File: src/rtl/matrix_mac_pkg.sv
// Shared types for the 4x4 matrix multiply-accumulate sequencer and its datapath.
package matrix_mac_pkg;

    localparam int unsigned MAT_DIM = 4;
    localparam int unsigned MAT_DW  = 8;

    // One 4x4 tile of MAT_DW-bit elements, indexed [row][col].
    typedef logic [0:MAT_DIM-1][0:MAT_DIM-1][MAT_DW-1:0] mat_t;

    typedef enum logic [2:0] {
        IDLE,
        CLEAR,
        ACCUM,
        CAPTURE,
        OUT
    } seq_state_e;

endpackage

File: src/rtl/matrix_mac_seq.sv
// Sequencer for the 4x4 matrix MAC datapath: clears the accumulator, streams K
// operand tile-pairs into the MAC, captures the result and offers it downstream.
// Optional build macro MATRIX_MAC_SEQ_STALL_CNT_EN adds a 16-bit stall_cnt output
// counting input stalls during accumulation.
module matrix_mac_seq
    import matrix_mac_pkg::*;
#(
    parameter  int unsigned DATA_WIDTH = 8,
    parameter  int unsigned MAX_K      = 16,
    localparam int unsigned KW         = $clog2(MAX_K + 1)
) (
    input  logic                                               clock,
    input  logic                                               reset,
    input  logic                                               start,
    input  logic [KW-1:0]                                      cfg_k,
    input  logic                                               in_valid,
    output logic                                               in_ready,
    input  logic [0:MAT_DIM-1][0:MAT_DIM-1][DATA_WIDTH-1:0]    in_a,
    input  logic [0:MAT_DIM-1][0:MAT_DIM-1][DATA_WIDTH-1:0]    in_b,
    output logic [0:MAT_DIM-1][0:MAT_DIM-1][DATA_WIDTH-1:0]    mac_matrix_1,
    output logic [0:MAT_DIM-1][0:MAT_DIM-1][DATA_WIDTH-1:0]    mac_matrix_2,
    output logic                                               mac_enable,
    output logic                                               mac_clear,
    input  logic [0:MAT_DIM-1][0:MAT_DIM-1][DATA_WIDTH-1:0]    mac_result,
    output logic                                               out_valid,
    input  logic                                               out_ready,
    output logic [0:MAT_DIM-1][0:MAT_DIM-1][DATA_WIDTH-1:0]    out_result,
    output logic                                               busy,
    output logic                                               done
`ifdef MATRIX_MAC_SEQ_STALL_CNT_EN
    ,
    output logic [15:0]                                        stall_cnt
`endif
);

    localparam logic [KW-1:0] KMax = KW'(MAX_K);

    seq_state_e    state_q, state_d;
    logic [KW-1:0] k_q, k_d;
    logic [KW-1:0] beat_q, beat_d;
    logic [0:MAT_DIM-1][0:MAT_DIM-1][DATA_WIDTH-1:0] out_result_q, out_result_d;

    // Next-state: job latch, beat counting and result capture.
    always_comb begin
        state_d      = state_q;
        k_d          = k_q;
        beat_d       = beat_q;
        out_result_d = out_result_q;
        unique case (state_q)
            IDLE: begin
                if (start) begin
                    // Oversized counts are clamped so the beat counter always terminates.
                    k_d     = (cfg_k > KMax) ? KMax : cfg_k;
                    beat_d  = '0;
                    state_d = CLEAR;
                end
            end
            CLEAR: begin
                state_d = (k_q != '0) ? ACCUM : CAPTURE;
            end
            ACCUM: begin
                if (in_valid) begin
                    beat_d = beat_q + 1'b1;
                    if (beat_q == k_q - 1'b1) begin
                        state_d = CAPTURE;
                    end
                end
            end
            CAPTURE: begin
                // MAC is idle this cycle, so its output is the final accumulator.
                out_result_d = mac_result;
                state_d      = OUT;
            end
            OUT: begin
                if (out_ready) begin
                    state_d = IDLE;
                end
            end
            default: state_d = IDLE;
        endcase
    end

    // State registers with synchronous active-low reset.
    always_ff @(posedge clock) begin
        if (!reset) begin
            state_q      <= IDLE;
            k_q          <= '0;
            beat_q       <= '0;
            out_result_q <= '0;
        end else begin
            state_q      <= state_d;
            k_q          <= k_d;
            beat_q       <= beat_d;
            out_result_q <= out_result_d;
        end
    end

    // Outputs decoded from the registered state; operands pass through only in ACCUM.
    always_comb begin
        in_ready     = (state_q == ACCUM);
        mac_enable   = in_ready & in_valid;
        mac_clear    = (state_q == CLEAR);
        mac_matrix_1 = in_ready ? in_a : '0;
        mac_matrix_2 = in_ready ? in_b : '0;
        out_valid    = (state_q == OUT);
        out_result   = out_result_q;
        busy         = (state_q != IDLE);
        done         = out_valid & out_ready;
    end

`ifdef MATRIX_MAC_SEQ_STALL_CNT_EN
    logic [15:0] stall_cnt_q, stall_cnt_d;

    // Stall counter: restarts per job, saturates, holds after accumulation ends.
    always_comb begin
        stall_cnt_d = stall_cnt_q;
        if (state_q == CLEAR) begin
            stall_cnt_d = '0;
        end else if ((state_q == ACCUM) && !in_valid && (stall_cnt_q != 16'hFFFF)) begin
            stall_cnt_d = stall_cnt_q + 16'd1;
        end
    end

    // Stall counter register.
    always_ff @(posedge clock) begin
        if (!reset) begin
            stall_cnt_q <= '0;
        end else begin
            stall_cnt_q <= stall_cnt_d;
        end
    end

    assign stall_cnt = stall_cnt_q;
`endif

endmodule

File: config.mk
export PLATFORM = sky130hd
export DESIGN_NAME = matrix_mac_seq
export DESIGN_NICKNAME = d
export VERILOG_FILES = /design/src/rtl/matrix_mac_pkg.sv /design/src/rtl/matrix_mac_seq.sv
export SDC_FILE = /design/constraint.sdc
export NUM_CORES = 1
export LEC_CHECK = 0
export ABC_CLOCK_PERIOD_IN_PS = 1900
export BUFFER_PORTS_ARGS = -buffer_cell sky130_fd_sc_hd__buf_4
export CORE_AREA = 4 4 307 309
export CTS_CLUSTER_SIZE = 8
export DETAILED_ROUTE_END_ITERATION = 7
export DIE_AREA = 0 0 311 313
export GPL_ROUTABILITY_DRIVEN = 0
export PLACE_DENSITY = 0.38
export SYNTH_ARGS = -nofsm -noshare
export SYNTH_HDL_FRONTEND = slang
export SYNTH_SLANG_ARGS = --single-unit
File: constraint.sdc
create_clock -name clock -period 1.9 [get_ports clock]
set_clock_uncertainty 0.05 [all_clocks]
set_input_delay 0.38 -clock clock [delete_from_list [all_inputs] [get_ports clock]]
set_output_delay 0.38 -clock clock [all_outputs]
set_load 0.02 [all_outputs]
==> qor.txt <==
peak supply drop: 0.610 mV
max cap viols: 0
Clk Latency, worst-skew pair: 0.45 ns
Worst setup SP type: flop
status: finished, violations left
Yosys top cell by area: dfxtp_1
share of the synthesized area in the top cell type: 0.390
Die X: 311 um
Starting Density: 0.0792
GR Overflow Total: 0
cell row count: 111
Mapped Nets: 1324
Synth Flop Type: dfxtp_1
Initial DRT Pass Iterations: 4
Netlist cell types: 38
Final period util: 1.26
flop-to-flop setup slack: 0.22 ns
non-filler cells, final: 2925
Critical Path Fanout Max: 8
final setup vio count: 260
# placed instances: 2848
sequential share of the synthesized area: 0.390
Critical Path RT: 1.47 ns
yosys warns: 0
first-pass GRT wire length: 89400 um
Synth area leaders: dfxtp_1, and2_1, a21boi_0, nand2_1, buf_2
via count: 9635
clk sink count: 141
PortBufs: 783
Cell Area, Synth: 7240 um^2
RR Startpoint: k_q[0]
gr usage total: 0.135
Nets: 2106
CTS tree: done
drt via density: 3.29
CTS H-Tree Depth: 4
largest net degree at the start of global routing: 66
busiest grt layer: met2
Max Freq: 0.417 GHz
critical path arrival: 1.97 ns
final wirelength: 71900 um
Mapped Cells: 928
Commonest cells post-synth: nand2_1, and2_1, dfxtp_1
Layout area overhead: 135%
die extent in y: 313 um
GR met2 Demand/Resource: 0.274
RSZ-0062 raised after global routing: yes
Worst Hold Depth: 3
Power Density: 1070 nW/um^2
Slew Limit Fails: 0
flops & latches, synth: 141
GR Util met1: 0.123
Worst R2R Path Depth: 6
min cycle time layout: 2.40 ns
Root Driver: clkbuf_16
Finished Cell Area: 17000 um^2
WS Path Type: reg2out
Critical R2R Capture: state_q[0]
final setup margin: -0.499 ns
hold path endpoint: out_result[37]
layout cell share with drive strength beyond 1: 0.590
Setup crit end kind: primary output
met3 global-route usage: 0.0591
FFs w/ async S/R, synth: 0
Top Ports: 784
Clock Tree Buf Depth: 2
Core ar.: 91400 um^2
hold_sp: mac_result[37]
EDFF count, synth: 0
register clock-pin slew on the reported worst setup and hold paths: 0.07 ns
failing checks: negative setup slack
CTS Buf Count: 17
vias in the first global route: 9712
Worst-Margin Slew: 0.527 ns
DR WL/cell: 24.6 um
Leak: 7.57 nW
mean post-synth cell area: 7.80 um^2
Iter 0 DRT Violations: 246
post-DP HPWL: 60800 um
worst hold path type: in2reg
dpl cell area: 14600 um^2
most frequent cell after synthesis: nand2_1
die area: 97300 um^2
Final Hold Fails: 0
worst rel slew slack: 0.647
drt drc: 0
initial antenna violation count: 37
Fillers: 10300
Detail Route Antenna Nets: 0
-- worst max path at each step --
stage	startpoint	to	depth (start not counted)	slack (ns)
6_report	state_q[0]	mac_matrix_2[11]	6	-0.50
5_1_grt	state_q[0]	mac_matrix_2[24]	6	-0.59
4_1_cts	state_q[2]	mac_matrix_2[31]	6	-0.57
3_5_place_dp	state_q[2]	mac_matrix_2[9]	6	-0.13
3_3_place_gp	state_q[2]	mac_matrix_2[11]	6	-0.13
2_1_floorplan	state_q[1]	done	3	0.05
-- repair_timing --
action                     in CTS  in global routing
setup endpoints to repair     261                262
setup buffers                   1                  6
hold endpoints to repair        0                  0
hold buffers                    0                  0
cloned                          0                 22
resized for setup              80                290
pin swaps                       0                 85
-- per-stage QoR --
stage / setup WS, ns / util / hold slack [ns] / TNS, ns / total power [mW]
3_5_place_dp: -0.128 / 0.160 / 0.401 / -11.50 / 12.1
5_1_grt: -0.591 / 0.186 / 0.0962 / -136.54 / 19.0
3_3_place_gp: -0.132 / 0.160 / 0.396 / -10.43 / 12.1
6_report: -0.499 / 0.186 / 0.118 / -114.34 / 18.1
4_1_cts: -0.573 / 0.170 / 0.0722 / -129.14 / 16.2
2_1_floorplan: 0.0516 / - / 0.404 / 0 / 7.53
-- critical path, stage by stage (launching register included) --
cell	delay (ns)
dfxtp_2	0.32
or3b_4	0.43
clkinv_8	0.13
buf_16	0.17
clkbuf_16	0.16
and2_4	0.16
buf_6	0.13
-- report_power, final --
part | total [mW] | internal [mW] | switching (mW)
logic | 11.2 | 5.55 | 5.61
clock network | 3.57 | 2.14 | 1.43
registers | 3.37 | 3.22 | 0.149
-- registers in the layout, summed over array words and instances (netlist names) --
| register | flops |
|---|---|
| out_result | 128 |
| state_q | 3 |
| k_q | 5 |
| beat_q | 5 |
-- cell type report --
type / instances / area (um^2) / area share
diodes: 16 / 40.0 / 0.00236
clock buffers: 20 / 457 / 0.0269
clock inverters: 12 / 159 / 0.00935
inverters: 4 / 27.5 / 0.00162
multi-input cells: 709 / 4390 / 0.258
flip-flops and latches: 141 / 2830 / 0.166
well taps: 1186 / 1480 / 0.0873
repair buffers: 837 / 7610 / 0.448
-- cells in the final DEF, fill, tap and decap left out, types with 6 or more instances in the layout --
master and n:
buf_4 601, nand2_1 264, buf_6 187, dfxtp_1 139
and2_4 138, a21boi_0 132, and2_1 120, clkbuf_16 32
buf_8 18, diode_2 16, buf_12 12, nor2_1 6
xor2_1 6
-- metal layers --
| layer | up-vias | share of wire |
|---|---|---|
| met5 | - | 0.0024 |
| met4 | 26 | 0.020 |
| li1 | 4503 | - |
| met3 | 86 | 0.084 |
| met1 | 4567 | 0.33 |
| met2 | 453 | 0.56 |
-- logic make-up (layout without fill, tap and decap cells) --
group / after synthesis / after routing / synth area share
AOI/OAI and AO/OA: 145 / 145 / 0.150
xor gates and xnor gates: 9 / 9 / 0.0109
adders and majority gates: 2 / 2 / 0.00345
buffers and inverters: 78 / 873 / 0.0555
DFF: 141 / 141 / 0.390
muxes: 1 / 1 / 0.00138
other: 0 / 16 / 0
and+or+nand+nor: 552 / 552 / 0.389
(Power assumes the default switching activity.)
